`src/rtl/fsk_frame_decoder_if.sv`:
```
// Bit-stream and decoded-word bundle for fsk_frame_decoder.
// master drives recovered bits and observes decoded words; slave is the decoder.
interface fsk_frame_decoder_if #(
  parameter int DATA_W = 4
);
  logic              bit_in;
  logic              bit_en;
  logic [DATA_W-1:0] data_out;
  logic              data_valid;
  logic              parity_err;
  logic [7:0]        frame_cnt;

  modport master (
    output bit_in, bit_en,
    input  data_out, data_valid, parity_err, frame_cnt
  );

  modport slave (
    input  bit_in, bit_en,
    output data_out, data_valid, parity_err, frame_cnt
  );
endinterface

```
`src/rtl/fsk_frame_decoder.sv`:
```
// Serial frame decoder: header hunt, LSB-first payload capture, optional parity bit.
// Define FSK_DEC_PARITY_EN to append and check a parity bit after the payload.
module fsk_frame_decoder #(
  parameter int                  DATA_W     = 4,
  parameter int                  HEAD_LEN   = 3,
  parameter logic [HEAD_LEN-1:0] HEAD_PAT   = {HEAD_LEN{1'b1}},
  parameter bit                  ODD_PARITY = 1'b0
) (
  input  logic              clk,
  input  logic              reset,
  fsk_frame_decoder_if.slave bus
);
  localparam int              CNT_W    = (DATA_W > 1) ? $clog2(DATA_W) : 1;
  localparam logic [CNT_W-1:0] LAST_BIT = CNT_W'(DATA_W - 1);

`ifdef FSK_DEC_PARITY_EN
  typedef enum logic [1:0] {HUNT, DATA, PAR} state_t;
`else
  typedef enum logic [0:0] {HUNT, DATA} state_t;
`endif

  state_t              state_reg, state_next;
  logic [HEAD_LEN-1:0] hdr_sr_reg, hdr_sr_next, hdr_shift;
  logic [CNT_W-1:0]    bit_cnt_reg, bit_cnt_next;
  logic [DATA_W-1:0]   capture_reg, capture_next, capture_ins;
  logic [DATA_W-1:0]   data_out_reg, data_out_next;
  logic                data_valid_reg, data_valid_next;
  logic                parity_err_reg, parity_err_next;
  logic [7:0]          frame_cnt_reg, frame_cnt_next;

  assign hdr_shift = {hdr_sr_reg[HEAD_LEN-2:0], bus.bit_in};

  // Capture register with the incoming bit dropped into slot bit_cnt.
  genvar gi;
  generate
    for (gi = 0; gi < DATA_W; gi++) begin : g_ins
      assign capture_ins[gi] = (bit_cnt_reg == CNT_W'(gi)) ? bus.bit_in : capture_reg[gi];
    end
  endgenerate

  always_ff @(posedge clk or negedge reset) begin
    if (!reset) begin
      state_reg      <= HUNT;
      hdr_sr_reg     <= '0;
      bit_cnt_reg    <= '0;
      capture_reg    <= '0;
      data_out_reg   <= '0;
      data_valid_reg <= 1'b0;
      parity_err_reg <= 1'b0;
      frame_cnt_reg  <= 8'd0;
    end else begin
      state_reg      <= state_next;
      hdr_sr_reg     <= hdr_sr_next;
      bit_cnt_reg    <= bit_cnt_next;
      capture_reg    <= capture_next;
      data_out_reg   <= data_out_next;
      data_valid_reg <= data_valid_next;
      parity_err_reg <= parity_err_next;
      frame_cnt_reg  <= frame_cnt_next;
    end
  end

  always_comb begin
    state_next      = state_reg;
    hdr_sr_next     = hdr_sr_reg;
    bit_cnt_next    = bit_cnt_reg;
    capture_next    = capture_reg;
    data_out_next   = data_out_reg;
    data_valid_next = 1'b0;
    parity_err_next = parity_err_reg;
    frame_cnt_next  = frame_cnt_reg;
    if (bus.bit_en) begin
      case (state_reg)
        HUNT: begin
          hdr_sr_next = hdr_shift;
          if (hdr_shift == HEAD_PAT) begin
            state_next   = DATA;
            bit_cnt_next = '0;
            capture_next = '0;
          end
        end
        DATA: begin
          capture_next = capture_ins;
          bit_cnt_next = bit_cnt_reg + CNT_W'(1);
          if (bit_cnt_reg == LAST_BIT) begin
            bit_cnt_next = '0;
`ifdef FSK_DEC_PARITY_EN
            state_next = PAR;
`else
            // Completion; clearing hdr_sr keeps payload bits out of the next header.
            state_next      = HUNT;
            hdr_sr_next     = '0;
            data_out_next   = capture_ins;
            data_valid_next = 1'b1;
            frame_cnt_next  = frame_cnt_reg + 8'd1;
`endif
          end
        end
`ifdef FSK_DEC_PARITY_EN
        PAR: begin
          state_next      = HUNT;
          hdr_sr_next     = '0;
          data_out_next   = capture_reg;
          data_valid_next = 1'b1;
          parity_err_next = (^capture_reg) ^ bus.bit_in ^ ODD_PARITY;
          frame_cnt_next  = frame_cnt_reg + 8'd1;
        end
`endif
        default: state_next = HUNT;
      endcase
    end
  end

`ifndef FSK_DEC_PARITY_EN
  logic unused_odd_parity;
  assign unused_odd_parity = ODD_PARITY;
`endif

  assign bus.data_out   = data_out_reg;
  assign bus.data_valid = data_valid_reg;
  assign bus.parity_err = parity_err_reg;
  assign bus.frame_cnt  = frame_cnt_reg;
endmodule

```
`src/flat_wrapper.sv`:
```
// flat-port wrapper written by rule: the top's interface ports become plain ports
module fsk_frame_decoder_flat 
#(
  parameter int                  DATA_W     = 4,
  parameter int                  HEAD_LEN   = 3,
  parameter logic [HEAD_LEN-1:0] HEAD_PAT   = {HEAD_LEN{1'b1}},
  parameter bit                  ODD_PARITY = 1'b0
)
  (clk, reset, bus_bit_in, bus_bit_en, bus_data_out, bus_data_valid, bus_parity_err, bus_frame_cnt);
  fsk_frame_decoder_if #(.DATA_W(DATA_W)) bus_i ();
  input  logic clk;
  input  logic reset;
  input wire logic [$bits(bus_i.bit_in)-1:0] bus_bit_in;
  input wire logic [$bits(bus_i.bit_en)-1:0] bus_bit_en;
  output wire logic [$bits(bus_i.data_out)-1:0] bus_data_out;
  output wire logic [$bits(bus_i.data_valid)-1:0] bus_data_valid;
  output wire logic [$bits(bus_i.parity_err)-1:0] bus_parity_err;
  output wire logic [$bits(bus_i.frame_cnt)-1:0] bus_frame_cnt;
  assign bus_i.bit_in = bus_bit_in;
  assign bus_i.bit_en = bus_bit_en;
  assign bus_data_out = bus_i.data_out;
  assign bus_data_valid = bus_i.data_valid;
  assign bus_parity_err = bus_i.parity_err;
  assign bus_frame_cnt = bus_i.frame_cnt;
  fsk_frame_decoder #(.DATA_W(DATA_W), .HEAD_LEN(HEAD_LEN), .HEAD_PAT(HEAD_PAT), .ODD_PARITY(ODD_PARITY)) u_core (.clk(clk), .reset(reset), .bus(bus_i));
endmodule
```
`config.mk`:
```
export PLATFORM = sky130hd
export DESIGN_NAME = fsk_frame_decoder_flat
export DESIGN_NICKNAME = d
export VERILOG_FILES = /design/src/rtl/fsk_frame_decoder_if.sv /design/src/rtl/fsk_frame_decoder.sv /design/src/flat_wrapper.sv
export SDC_FILE = /design/constraint.sdc
export NUM_CORES = 1
export LEC_CHECK = 0
export BUFFER_PORTS_ARGS = -buffer_cell sky130_fd_sc_hd__buf_2
export CAP_MARGIN = 20
export CORE_UTILIZATION = 35
export CTS_CLUSTER_SIZE = 8
export DETAILED_ROUTE_END_ITERATION = 10
export HOLD_SLACK_MARGIN = 0.15
export PLACE_DENSITY = 0.62
export RECOVER_POWER = 25
export SLEW_MARGIN = 20
export SYNTH_ARGS = -nofsm -noshare
export SYNTH_HDL_FRONTEND = slang
export SYNTH_SLANG_ARGS = --single-unit
```
`constraint.sdc`:
```
create_clock -name clk -period 1.4 [get_ports clk]
set_input_delay 0.07 -clock clk [delete_from_list [all_inputs] [get_ports clk]]
set_output_delay 0.07 -clock clk [all_outputs]
set_load 0.02 [all_outputs]
```
==> out/metrics.csv, run 1 <==
stage,metric,value,unit
sta,setup_viol,0,
worst_hold_path,hold_path.class,in -> async,
yosys,synthMuxAreaShare,1.00,%
placed_design,dp_hpwl,1330,µm
worst_setup_path,r2r_cells,4,
floorplan,fp.dieH,55.4,µm
outcome,status,"finished, final reports clean",
yosys,synthXorXnorAreaFrac,6.14,%
sta,relSlewSlack,65.1,%
cells_and_area,diodes,0,
sta,finalSetupTns,0,ns
cts,cts-root-buf,clkbuf_4,
worst_setup_path,critPathRequiredTime,1.64,ns
yosys,synth-simple-area-share,16.0,%
drt,wl_per_cell,12.8,µm
yosys,synthesis.nets,100,
drt,vias,725,
sta,drv_slew,0,
cells_and_area,nets,123,
yosys,seq_area_frac_synth,52.6,%
grt,grt_overflow,0,
grt,antenna_found_initial,0,
floorplan,start_util,36.5,%
power,total_power,2.23,mW
drt,dr.pass1.iters,4,
yosys,netlist_instances,90,
floorplan,die_area,0.00307,mm²
drt,wl,1830,µm
worst_setup_path,crit_path_start_kind,flip-flop,
worst_setup_path,cp.arrival,1.51,ns
yosys,yosysWarnings,0,
floorplan,die-width,55.4,µm
yosys,syn_area_per_cell,11.1,µm²
sta,fin_crit_sh,90.8,%
power,ir_worst_vdd,1050,µV
grt,grt_max_degree,22,
sta,final_hold_viol_count,0,
sta,fin_skew,0.00160,ns
placed_design,port_buffers,16,
cts,post_cts_buffers,0,
cells_and_area,largest_reg_flops,8,
sta,timing.fmax,0.787,GHz
power,powerDensity,1900,mW/mm²
run,max_cap_violations,0,
yosys,synth_fa_ha_area_share,7.52,%
sta,period_needed,1.27,ns
yosys,synth_top_family_by_area,simple AND/OR/NAND/NOR gates,
grt,grt_pass1_vias,745,
floorplan,num_rows,19,
cells_and_area,drive_gt1_share,24.1,%
cells_and_area,area_growth,17.7,%
drt,drtIter0Drc,12,
sta,worst_slew_pin_slew,0.523,ns
placed_design,routabilityCongestion,0.725,
cts,clk_path_buf_depth,2,
grt,grt_pass1_wl,3170,µm
drt,drc_errors,0,
yosys,ys_types,26,
grt,grt_usage,12.8,%
worst_setup_path,crit_path_max_fanout,5,
cts,clk_pin_slew,0.12,ns
cts,cts.sinks,21,
cts,tritoncts,yes,
cts,clock_latency,0.30,ns
drt,drtAntennaViolNets,0,
power,leakage,0.595,nW
drt,via_per_inst,5.07,
yosys,ys_ff_latch,21,
yosys,synth_area,998,µm²
worst_setup_path,path_class,reg -> reg,
cts,cts_buffers,3,
floorplan,ios,18,
worst_setup_path,end_kind,flip-flop,
cts,cts.htree.levels,1,
floorplan,coreArea,0.00273,mm²
sta,rsz0062_at_grt,no,
yosys,synth_compound_area_share,12.3,%
[worst paths after layout]
kind	from	endpoint	slack, ns
max in group asynchronous	reset	u_core.bus.data_out[2]$_DFFE_PN0P_	0.79
min in group clk	u_core.bus.frame_cnt[7]$_DFFE_PN0P_	u_core.bus.frame_cnt[7]$_DFFE_PN0P_	0.48
hold / removal	reset	u_core.bus.frame_cnt[4]$_DFFE_PN0P_	0.26
setup / recovery	u_core.bit_cnt_reg[0]$_DFFE_PN0P_	u_core.bus.frame_cnt[7]$_DFFE_PN0P_	0.13
hold reg to reg	u_core.bus.frame_cnt[7]$_DFFE_PN0P_	u_core.bus.frame_cnt[7]$_DFFE_PN0P_	0.48
setup reg to reg	u_core.bit_cnt_reg[0]$_DFFE_PN0P_	u_core.bus.frame_cnt[7]$_DFFE_PN0P_	0.13
[worst max-delay path, stage by stage, from the launching register on]
cell and delay [ns]:
dfrtp_1 0.37, ha_2 0.23, nand3_2 0.13, nor4_2 0.31, xor2_1 0.17
[placed cells by master (no fill, tap or decap), types with 4 or more instances in the layout]
cell type and count:
dfrtp_1 21, buf_2 15, nand2_1 12, xnor2_1 5, ha_1 5, inv_1 4
o21ai_0 4, nand4_1 4
[area by class of cell]
cell class / instances / area, µm²
fill: 267 / 1560
sequential: 21 / 526
multi-input combinational: 61 / 435
timing repair buffer: 22 / 133
tap: 31 / 38.8
clock buffer: 3 / 22.5
inverter: 4 / 15.0
clock inverter: 1 / 5.00
[where the power goes]
group | internal [mW] | total, mW | switching [mW]
clock | 0.107 | 0.290 | 0.184
combinational | 0.402 | 0.937 | 0.535
sequential | 0.825 | 1.01 | 0.181
[repair_timing]
item | in CTS | in global routing
hold endpoints to repair | 23 | 0
hold buffers | 3 | 0
setup endpoints to repair | 0 | 1
gates resized for setup | 0 | 1
[Yosys cell counts, drive strengths merged]
cell	number	area [µm²]
xor2	2	17.5
ha	6	75.1
nand2	12	45.0
xnor2	5	43.8
nand3	2	15.0
nor2	1	3.75
nor4	1	12.5
nand4	4	25.0
o21ai	5	25.0
conb	1	3.75
dfrtp	21	526
nor2b	3	18.8
a21o	1	7.51
mux2i	1	10.0
o2bb2ai	3	26.3
nor3	2	21.3
a21oi	3	15.0
a31oi	3	18.8
a32o	3	30.0
inv	4	15.0
and3	3	18.8
buf	4	25.0
[per-layer routing]
metal	vias up	global-route usage [%]	part of all wire, %	routed length (µm)
met4	0	4.29	1.4	25
met1	352	16.1	47	863
li1	359	-	-	-
met5	-	0	0	0
met2	12	21.9	49	890
met3	2	2.81	2.9	53
[through the flow]
step	setup WS, ns	util [%]	cell area, µm²	instances	hold slack (ns)
floorplan	0.104	-	998	90	-0.226
global placement	0.182	40.8	1110	136	0.0492
detailed placement	0.0930	40.8	1110	136	0.0563
CTS	0.0621	42.9	1170	143	0.248
global route	0.00517	43.0	1170	143	0.288
finish	0.129	43.0	1170	143	0.263
[cell families (layout without fill, tap and decap cells)]
group | count (synthesis) | in the layout
simple gates | 28 | 28
flops | 21 | 21
compound gates | 18 | 18
buf+inv | 8 | 30
xor+xnor | 7 | 7
fa+ha+maj | 6 | 6
other cells | 1 | 1
mux | 1 | 1
Note: power is estimated with default switching activity, not from simulation.
==> run 2: changes to the inputs <==
--- a/config.mk
+++ b/config.mk
@@ -5,13 +5,13 @@
 export SDC_FILE = /design/constraint.sdc
 export NUM_CORES = 1
 export LEC_CHECK = 0
-export BUFFER_PORTS_ARGS = -buffer_cell sky130_fd_sc_hd__buf_2
 export CAP_MARGIN = 20
 export CORE_UTILIZATION = 35
 export CTS_CLUSTER_SIZE = 8
 export DETAILED_ROUTE_END_ITERATION = 10
+export DONT_BUFFER_PORTS = 1
 export HOLD_SLACK_MARGIN = 0.15
-export PLACE_DENSITY = 0.62
+export PLACE_DENSITY = 0.57
 export RECOVER_POWER = 25
 export SLEW_MARGIN = 20
 export SYNTH_ARGS = -nofsm -noshare
==> out/metrics.csv, run 2 (synthesis gave the netlist of run 1 again) <==
stage,metric,value,unit,change
worst_setup_path,end_kind,flip-flop,,
drt,vias,700,,-3.4%
outcome,status,"finished, final reports clean",,
grt,grt_overflow,0,,unchanged
worst_setup_path,r2r_start,u_core.bit_cnt_reg[0]$_DFFE_PN0P_,,
placed_design,routabilityCongestion,0.739,,+1.9%
cts,cts.sinks,21,,unchanged
floorplan,start_util,36.5,%,unchanged
cells_and_area,fillerInstances,262,,-1.9%
drt,wl_per_cell,13.6,µm,+6.2%
cts,post_cts_buffers,0,,unchanged
sta,timing.fmax,0.779,GHz,-0.99%
worst_setup_path,r2r_cells,4,,unchanged
floorplan,num_rows,19,,unchanged
grt,grt_pass1_vias,675,,-9.4%
floorplan,die_area,0.00307,mm²,unchanged
drt,drtIter0Drc,9,,-3
worst_setup_path,crit_path_max_fanout,5,,unchanged
cts,clk_pin_slew,0.13,ns,about the same
cts,tritoncts,yes,,
grt,grt_max_degree,22,,unchanged
cts,cts.htree.levels,1,,unchanged
worst_setup_path,ff2ff_setup_slack,0.12,ns,about the same
power,ir_worst_vdd,1210,µV,+16%
cells_and_area,nets,114,,-7.3%
sta,finalSetupTns,0,ns,unchanged
worst_setup_path,r2r-end,u_core.bus.frame_cnt[7]$_DFFE_PN0P_,,
drt,drc_errors,0,,unchanged
cells_and_area,final_area,0.00115,mm²,-2.1%
sta,fin_skew,0.00678,ns,+0.00518 ns
cells_and_area,final_common_cell,dfrtp_1,,
grt,grt_usage,12.9,%,+0.043 points
floorplan,ios,18,,unchanged
run,max_cap_violations,0,,unchanged
drt,wl,1820,µm,-0.49%
floorplan,fp.dieH,55.4,µm,unchanged
sta,period_needed,1.28,ns,+0.0127 ns
placed_design,port_buffers,0,,-16
placed_design,placed_area,0.00108,mm²,-3.1%
cells_and_area,diodes,0,,unchanged
power,netSwitchingPower,907,µW,+0.83%
cells_and_area,largest_reg_flops,8,,unchanged
cts,clock_latency,0.31,ns,about the same
grt,grt_pass1_wl,3130,µm,-1.3%
floorplan,coreArea,0.00273,mm²,unchanged
sta,rsz0062_at_grt,no,,
cts,clk_path_buf_depth,2,,unchanged
power,power_frac_clock,13.8,%,+0.8 points
worst_hold_path,hold_path.class,in -> async,,
drt,dr.pass1.iters,4,,unchanged
cts,cts-root-buf,clkbuf_4,,
cts,cts_buffers,3,,unchanged
sta,fin_crit_sh,91.7,%,+0.91 points
placed_design,dp_hpwl,1280,µm,-4.3%
cells_and_area,mostFrequentLayoutCells,"dfrtp_1 (21), nand2_1 (12), buf_4 (9)",,
worst_setup_path,cp.arrival,1.53,ns,+0.02 ns
power,p_int,1.32,mW,-0.99%
worst_setup_path,crit_path_start_kind,flip-flop,,
power,pwr-share-comb,37.2,%,-4.8 points
worst_setup_path,critPathRequiredTime,1.64,ns,about the same
cells_and_area,area_growth,15.2,%,
grt,antenna_found_initial,0,,unchanged
drt,drtAntennaViolNets,0,,unchanged
power,leakage,0.565,nW,-5.0%
drt,via_per_inst,5.22,,+3.0%
worst_setup_path,path_class,reg -> reg,,
sta,final_hold_viol_count,0,,unchanged
sta,relSlewSlack,64.1,%,-1.0 points
sta,setup_viol,0,,unchanged
power,powerDensity,1940,mW/mm²,+1.9%
cells_and_area,drive_gt1_share,18.4,%,-5.7 points
power,p_seq_share,49.0,%,+4.0 points
floorplan,die-width,55.4,µm,unchanged
power,switching_share,40.7,%,+0.44 points
sta,worst_slew_pin_slew,0.538,ns,+0.0155 ns
sta,holdWs,0.275,ns,+0.0119 ns
sta,drv_slew,0,,unchanged
run 2: worst max-delay path: stages (launching register included):
cell	delay (ns)
dfrtp_1	0.38
ha_2	0.23
nand3_2	0.14
nor4_2	0.30
xor2_1	0.16
run 2: layout make-up:
| class | count | area (µm²) | share of cell area, % |
|---|---|---|---|
| tap | 31 | 38.8 | 3.37 |
| clock buffer | 3 | 22.5 | 1.96 |
| sequential | 21 | 526 | 45.7 |
| inverter | 4 | 15.0 | 1.31 |
| clock inverter | 1 | 5.00 | 0.435 |
| multi-input combinational | 61 | 438 | 38.1 |
| timing repair buffer | 13 | 105 | 9.14 |
run 2: layer usage:
metal,global-route usage [%],part of all wire (%),vias up
met5,0,0,-
met4,5.36,0.93,0
met3,3.51,3.5,2
met2,20.1,47,14
met1,16.8,49,347
li1,-,-,337
run 2: repair_timing:
action / in CTS / in global routing
hold buffers: 3 / 1
resized for setup: 0 / 3
endpoints found under the setup margin: 0 / 1
endpoints found under the hold margin: 40 / 21
run 2: worst max path at each step:
stage                                            startpoint                                   to  depth (start not counted)
final                     u_core.bit_cnt_reg[0]$_DFFE_PN0P_  u_core.bus.frame_cnt[7]$_DFFE_PN0P_                          4
after global routing      u_core.bit_cnt_reg[1]$_DFFE_PN0P_  u_core.bus.frame_cnt[7]$_DFFE_PN0P_                          4
after detailed placement  u_core.bit_cnt_reg[0]$_DFFE_PN0P_  u_core.bus.frame_cnt[7]$_DFFE_PN0P_                          4
after floorplan           u_core.bit_cnt_reg[0]$_DFFE_PN0P_  u_core.bus.frame_cnt[5]$_DFFE_PN0P_                          5
after CTS                 u_core.bit_cnt_reg[0]$_DFFE_PN0P_  u_core.bus.frame_cnt[7]$_DFFE_PN0P_                          4
after global placement    u_core.bit_cnt_reg[0]$_DFFE_PN0P_  u_core.bus.frame_cnt[7]$_DFFE_PN0P_                          4
run 2: through the flow:
stage / total power, mW / util [%] / std cells / worst slack (ns)
5_1_grt: 2.40 / 42.1 / 134 / 0.0142
2_1_floorplan: 1.64 / - / 90 / 0.104
4_1_cts: 2.24 / 41.6 / 133 / 0.0728
3_5_place_dp: 1.90 / 39.5 / 126 / 0.113
6_report: 2.23 / 42.1 / 134 / 0.116
3_3_place_gp: 1.87 / 39.5 / 126 / 0.184
run 2: power by group through the flow:
stage	clock [mW]	combinational [mW]	sequential, mW
after global routing	0.346	0.926	1.13
after CTS	0.322	0.822	1.09
after detailed placement	0	0.793	1.11
after floorplan	0	0.512	1.13
final	0.307	0.829	1.09
after global placement	0	0.780	1.09
